<file path="src/rtl/exec_stage_pkg.sv">
// rtl/exec_stage_pkg.sv - shared opcodes, instruction field positions, FSM states for exec_stage
package exec_stage_pkg;

  localparam int NREGS = 16;
  localparam int XLEN  = 32;
  localparam int REGW  = $clog2(NREGS);

  localparam logic [3:0] OP_NOP  = 4'h0;
  localparam logic [3:0] OP_ADD  = 4'h1;
  localparam logic [3:0] OP_SUB  = 4'h2;
  localparam logic [3:0] OP_ADDI = 4'h3;
  localparam logic [3:0] OP_LW   = 4'h4;
  localparam logic [3:0] OP_SW   = 4'h5;
  localparam logic [3:0] OP_BEQ  = 4'h6;
  localparam logic [3:0] OP_JMP  = 4'h7;
  localparam logic [3:0] OP_HALT = 4'hF;

  localparam int OP_LSB  = 28;
  localparam int RD_LSB  = 24;
  localparam int RS1_LSB = 20;
  localparam int RS2_LSB = 16;
  localparam int IMM_LSB = 0;

  typedef enum logic [1:0] {
    ST_IDLE   = 2'd0,
    ST_EXEC   = 2'd1,
    ST_LOAD   = 2'd2,
    ST_HALTED = 2'd3
  } state_e;

  function automatic logic [XLEN-1:0] sext16(input logic [15:0] v);
    return {{(XLEN-16){v[15]}}, v};
  endfunction

endpackage

</file>
<file path="src/rtl/exec_regfile.sv">
// rtl/exec_regfile.sv - N x W register file, two async reads, one sync write, r0 hardwired to zero
module exec_regfile
  import exec_stage_pkg::*;
#(
  parameter int N  = NREGS,
  parameter int W  = XLEN,
  parameter int AW = $clog2(N)
) (
  input  logic          clk,
  input  logic          reset,
  input  logic          we_i,
  input  logic [AW-1:0] waddr_i,
  input  logic [W-1:0]  wdata_i,
  input  logic [AW-1:0] raddr1_i,
  output logic [W-1:0]  rdata1_o,
  input  logic [AW-1:0] raddr2_i,
  output logic [W-1:0]  rdata2_o
);

  logic [W-1:0] regs_q [N];

  always_ff @(posedge clk or posedge reset) begin
    if (reset) begin
      for (int i = 0; i < N; i++) regs_q[i] <= '0;
    end else if (we_i && (waddr_i != '0)) begin
      regs_q[waddr_i] <= wdata_i;
    end
  end

  assign rdata1_o = (raddr1_i == '0) ? '0 : regs_q[raddr1_i];
  assign rdata2_o = (raddr2_i == '0) ? '0 : regs_q[raddr2_i];

endmodule

</file>
<file path="src/rtl/exec_stage.sv">
// rtl/exec_stage.sv - single-issue execute stage: decode, ALU, branch, load/store, retire flags
// Define EXEC_PERFCNT_EN to add the retire_count output.
module exec_stage
  import exec_stage_pkg::*;
(
  input  logic            clk,
  input  logic            reset,
  input  logic            instr_valid,
  output logic            instr_ready,
  input  logic [XLEN-1:0] instr,
  input  logic [XLEN-1:0] instr_pc,
  output logic            mem_re,
  output logic            mem_we,
  output logic [XLEN-1:0] mem_addr,
  output logic [XLEN-1:0] mem_wdata,
  input  logic [XLEN-1:0] mem_rdata,
  output logic            retire,
  output logic [XLEN-1:0] next_pc,
  output logic            redirect,
  output logic            illegal,
  output logic            addr_err,
  output logic            halted
`ifdef EXEC_PERFCNT_EN
  ,
  output logic [XLEN-1:0] retire_count
`endif
);

  state_e          state_q, state_d;
  logic [XLEN-1:0] instr_q, pc_q;
  logic            retire_q, redirect_q, illegal_q, addr_err_q, halted_q;
  logic            retire_d, redirect_d, illegal_d, addr_err_d, halted_d;
  logic [XLEN-1:0] next_pc_q, next_pc_d;

  logic [3:0]      op;
  logic [REGW-1:0] rd, rs1, rs2;
  logic [XLEN-1:0] imm_sx, rs1_val, rs2_val, eff_addr;
  logic [XLEN-1:0] alu_res, pc_inc, exec_next_pc;
  logic            alu_we, br_taken, is_illegal, is_lw, is_sw, aligned, in_exec, in_load;
  logic            rf_we;
  logic [XLEN-1:0] rf_wdata;

  assign op     = instr_q[OP_LSB +: 4];
  assign rd     = instr_q[RD_LSB +: REGW];
  assign rs1    = instr_q[RS1_LSB +: REGW];
  assign rs2    = instr_q[RS2_LSB +: REGW];
  assign imm_sx = sext16(instr_q[IMM_LSB +: 16]);

  exec_regfile #(.N(NREGS), .W(XLEN)) u_regfile (
    .clk      (clk),
    .reset    (reset),
    .we_i     (rf_we),
    .waddr_i  (rd),
    .wdata_i  (rf_wdata),
    .raddr1_i (rs1),
    .rdata1_o (rs1_val),
    .raddr2_i (rs2),
    .rdata2_o (rs2_val)
  );

  assign in_exec  = (state_q == ST_EXEC);
  assign in_load  = (state_q == ST_LOAD);
  assign is_lw    = (op == OP_LW);
  assign is_sw    = (op == OP_SW);
  assign eff_addr = rs1_val + imm_sx;
  assign aligned  = (eff_addr[1:0] == 2'b00);
  assign pc_inc   = pc_q + 32'd1;

  always_comb begin
    alu_res    = '0;
    alu_we     = 1'b0;
    br_taken   = 1'b0;
    is_illegal = 1'b0;
    case (op)
      OP_ADD:  begin alu_res = rs1_val + rs2_val; alu_we = 1'b1; end
      OP_SUB:  begin alu_res = rs1_val - rs2_val; alu_we = 1'b1; end
      OP_ADDI: begin alu_res = rs1_val + imm_sx;  alu_we = 1'b1; end
      OP_BEQ:  br_taken = (rs1_val == rs2_val);
      OP_JMP:  br_taken = 1'b1;
      OP_NOP, OP_LW, OP_SW, OP_HALT: ;
      default: is_illegal = 1'b1;
    endcase
  end

  assign exec_next_pc = br_taken ? (pc_q + imm_sx) : pc_inc;

  always_ff @(posedge clk or posedge reset) begin
    if (reset) state_q <= ST_IDLE;
    else       state_q <= state_d;
  end

  always_comb begin
    state_d = state_q;
    case (state_q)
      ST_IDLE:   if (instr_valid) state_d = ST_EXEC;
      ST_EXEC: begin
        if (is_lw && aligned)    state_d = ST_LOAD;
        else if (op == OP_HALT)  state_d = ST_HALTED;
        else                     state_d = ST_IDLE;
      end
      ST_LOAD:   state_d = ST_IDLE;
      ST_HALTED: state_d = ST_HALTED;
      default:   state_d = ST_IDLE;
    endcase
  end

  // instr_ready is masked by reset so every output reads 0 while reset is held
  always_comb begin
    instr_ready = (state_q == ST_IDLE) && !reset;
    mem_re      = in_exec && is_lw && aligned;
    mem_we      = in_exec && is_sw && aligned;
    mem_addr    = (in_exec && (is_lw || is_sw)) ? eff_addr : '0;
    mem_wdata   = (in_exec && is_sw) ? rs2_val : '0;
    rf_we       = (in_exec && alu_we) || in_load;
    rf_wdata    = in_load ? mem_rdata : alu_res;
  end

  // LOAD only follows an aligned LW, so exec_next_pc is pc+1 there
  always_comb begin
    retire_d   = (in_exec && !(is_lw && aligned)) || in_load;
    next_pc_d  = retire_d ? exec_next_pc : next_pc_q;
    redirect_d = retire_d && (exec_next_pc != pc_inc);
    illegal_d  = retire_d && is_illegal;
    addr_err_d = in_exec && (is_lw || is_sw) && !aligned;
    halted_d   = halted_q || (in_exec && (op == OP_HALT));
  end

  always_ff @(posedge clk or posedge reset) begin
    if (reset) begin
      instr_q    <= '0;
      pc_q       <= '0;
      retire_q   <= 1'b0;
      next_pc_q  <= '0;
      redirect_q <= 1'b0;
      illegal_q  <= 1'b0;
      addr_err_q <= 1'b0;
      halted_q   <= 1'b0;
    end else begin
      if ((state_q == ST_IDLE) && instr_valid) begin
        instr_q <= instr;
        pc_q    <= instr_pc;
      end
      retire_q   <= retire_d;
      next_pc_q  <= next_pc_d;
      redirect_q <= redirect_d;
      illegal_q  <= illegal_d;
      addr_err_q <= addr_err_d;
      halted_q   <= halted_d;
    end
  end

  assign retire   = retire_q;
  assign next_pc  = next_pc_q;
  assign redirect = redirect_q;
  assign illegal  = illegal_q;
  assign addr_err = addr_err_q;
  assign halted   = halted_q;

`ifdef EXEC_PERFCNT_EN
  logic [XLEN-1:0] retire_count_q;

  always_ff @(posedge clk or posedge reset) begin
    if (reset)         retire_count_q <= '0;
    else if (retire_d) retire_count_q <= retire_count_q + 32'd1;
  end

  assign retire_count = retire_count_q;
`endif

endmodule

</file>
<file path="config.mk">
export PLATFORM = sky130hd
export DESIGN_NAME = exec_stage
export DESIGN_NICKNAME = d
export VERILOG_FILES = /design/src/rtl/exec_stage_pkg.sv /design/src/rtl/exec_regfile.sv /design/src/rtl/exec_stage.sv
export SDC_FILE = /design/constraint.sdc
export NUM_CORES = 2
export LEC_CHECK = 0
export CORE_MARGIN = 4
export CORE_UTILIZATION = 54
export DETAILED_ROUTE_END_ITERATION = 10
export PLACE_DENSITY = 0.74
export SLEW_MARGIN = 25
export SYNTH_ARGS = -nofsm -noshare
export SYNTH_HDL_FRONTEND = slang
export SYNTH_SLANG_ARGS = --single-unit
</file>
<file path="constraint.sdc">
create_clock -name clk -period 23.4 [get_ports clk]
set_input_delay 2.34 -clock clk [delete_from_list [all_inputs] [get_ports clk]]
set_output_delay 2.34 -clock clk [all_outputs]
set_load 0.1 [all_outputs]
</file>
==> results.md <==
- Routed WL: about 140 mm
- Avg Cell Area, Syn: 10.07 um^2
- Vias per inst: ~6.8
- Placer Congestion: 1.003
- Seq cells post-synth: 613
- DRC viols: 0
- Total grt overflow: 0
- Synth Area in Adders: 0.03858
- Critical path arrival: about 8.4 ns
- Layout Utilization: 0.6155
- Worst Setup Start Kind: flip-flop
- CP max-delay cell: clkdlybuf4s50_1
- Chip height: 282.4 um
- Number of endpoints failing setup at the final stage: 0
- CTS Buffer Depth: 3
- Combinational family with the most area after synthesis: multiplexers
- Synth Flop Type: dfrtp_1
- Largest net degree at the start of global routing: 164
- Die area: 79770 um^2
- Post CTS Setup Buffer Count: 0
- XOR/XNOR Fraction of Synth Area: 0.03642
- First-pass GRT wire length: 210.5 mm
- Crit path time final: 10.73 ns
- Final hold vios: 0
- # rows: 100
- Num ports: slightly above 200
- All-layer global routing usage: 0.3473
- Crit-path most repeated cell: inv_1
- Initial drt markers: 4244
- Simple-Gate Fraction of Synth Area: 0.1313
- Share of the yosys chip area belonging to registers: 0.3772
- Setup Skew: just over 0.04 ns
- Clock root cell: clkbuf_16
- Max Fclk: 93.16 MHz
- Slew Limit Fails: 0
- Crit share post-route: 0.4587
- Status: complete, no violations
- Wire length per cell: roughly 28 um
- Hold WS: about 0.38 ns
- Clock transition at path regs: around 0.06 ns
- Cts hold-fix bufs: 0
- Fraction of registers with async set or reset after synthesis: 1.000
- Clk Latency, worst-skew pair: 0.65 ns
- Mux share of post-synthesis cell area: 0.2296
- Inserted Clock Buffers: 70
- EDFF count, synth: 0
- Dpl hpwl: 94.94 mm
- TNS Setup: 0 ns
- Layout cells sized above 1: 0.1931
- Syn_nets: approximately 4300
- Yosys cell types: 100
- CP peak stage delay: 1.13 ns
- Slew headroom: 0.1822
- CP cell instances: buf_4 -> or4_1 -> nand2_1 -> o21ai_0 -> ha_1 -> inv_1 -> fa_1 -> inv_1 -> maj3_1 -> a21oi_1 -> a211o_1 -> a211oi_2 -> nor3_2 -> o31a_1 -> o21ai_1 -> xor2_1 -> and2_1 -> clkdlybuf4s50_1
- Vias: 34550
- CP Capture Type: output pin
- Maxcap violations: 0
- RSZ-0062 raised after global routing: no
- Compound-Gate Fraction of Synth Area: 0.1441
- Initial core utilization: 0.5454
- CTS tree: yes
- IO Port Bufs: 202
- Critical path's top delay family: compound AO/OA/AOI/OAI gates
- Cells after Synth: ~4000
- Post-CTS sizing: 0
- Commonest cells after routing, fill and taps aside: nand2_1 (703), dfrtp_1 (606), mux4_2 (253)
- Core area: 74570 um^2
- Final #Nets: 4274
- Dpl cells: 4952
- Worst path bufs/invs: 4
- Clock Sinks: 613
- HP Class: flip-flop to flip-flop
- Req. time, crit path: approximately 21 ns
- Commonest non-fill, non-tap cell in the layout: nand2_1
- Number of global-route vias before repair: 33950
- Final cell count without fillers: 5081
- 1st-pass router iterations: 6
- H-tree depth: 3
- Synthesized area: between 40000 and 50000 um^2
- Fill cells: 5991
- Worst Max-Slew Pin Slew: approximately 1.2 ns
- CP Class: flip-flop to output pin
- Initial antenna violation count: 1
- Synth Warn #: 0
- Routed Antenna Nets: 0
- Synthesis-to-finish area growth: 12.84%
- Crit path max fanout: 38
- Die W: ~280 um
-- final timing paths --
check                           cells past startpoint                     to  slack (ns)                  start
worst max-delay path                               18           mem_addr[22]       12.67            instr_q[21]
worst max register to register                     20  u_regfile.regs_q[254]       15.05            instr_q[16]
max in group asynchronous                           4            instr_q[16]       19.06                  reset
min in group asynchronous                           2             instr_q[1]        2.29                  reset
worst min-delay path                                0  u_regfile.regs_q[489]        0.38  u_regfile.regs_q[489]
worst min register to register                      0  u_regfile.regs_q[489]        0.38  u_regfile.regs_q[489]
-- per-layer routing --
layer | up-vias | GRT usage | share of wire
met3 | 472 | 0.1108 | 0.13
met4 | 0 | 0.1632 | 0.053
met5 | - | 0 | 0
met1 | 17180 | 0.4668 | 0.38
li1 | 14740 | - | -
met2 | 2146 | 0.5169 | 0.44
-- cell type report --
type                       instances  area, um^2  area share
inverter                          92       352.8    0.007688
sequential                       613       15360      0.3347
clock inverter                    36       529.3     0.01153
tap                              969        1212     0.02642
antenna                            1       2.502  0.00005452
multi-input combinational       3000       23820      0.5189
timing repair buffer             280        2664     0.05804
clock buffer                      90        1958     0.04267
-- per-stage QoR --
step           setup slack (ns)  cell area (um^2)
6_report                  12.67             45900
5_1_grt                   12.53             45890
4_1_cts                   12.78             45770
3_5_place_dp              13.49             43280
3_3_place_gp              13.54             43260
2_1_floorplan             3.897             40670
-- Yosys cell counts (all sizes together), types with 59 or more instances --
cell type	number	share of area
a21oi	172	0.021
buf	72	0.010
clkbuf	261	0.024
dfrtp	613	0.38
ha	114	0.035
inv	91	0.0084
mux2	239	0.066
mux2i	79	0.019
mux4	259	0.14
nand2	704	0.065
nand3	59	0.0074
nor2	261	0.024
o21ai	261	0.032
o31ai	99	0.019
xnor2	85	0.018
xor2	73	0.016
-- worst reg2reg max path: cells and delay by family, from the launching register on --
family                     cells  cell delay [ns]
and+or+nand+nor                2             0.91
buffers and inverters          3             1.41
AOI/OAI and AO/OA              9             3.02
DFF                            1             0.77
xor gates and xnor gates       1             0.20
adders and majority gates      2             0.49
muxes                          3             1.49
-- kinds of logic (layout without fill, tap and decap cells) --
kind of cell,count (synthesis),count (layout)
other,0,1
adder cells (fa/ha/maj),124,124
XOR/XNOR,162,162
multiplexers,577,577
flip-flops,613,613
AO/OA/AOI/OAI,889,889
buffers and inverters,425,498
AND/OR/NAND/NOR,1248,1248
-- registers in the layout, indices dropped and copies added, names as in the netlist --
signal and count:
state_q 2, redirect 1, pc_q 32, u_regfile.regs_q 510, illegal 1, next_pc 32
addr_err 1, retire 1, halted 1, instr_q 32
Power is left out: the tool's default activity adds up to more than one toggle a clock period on the data nets, which glitch-free logic cannot reach.
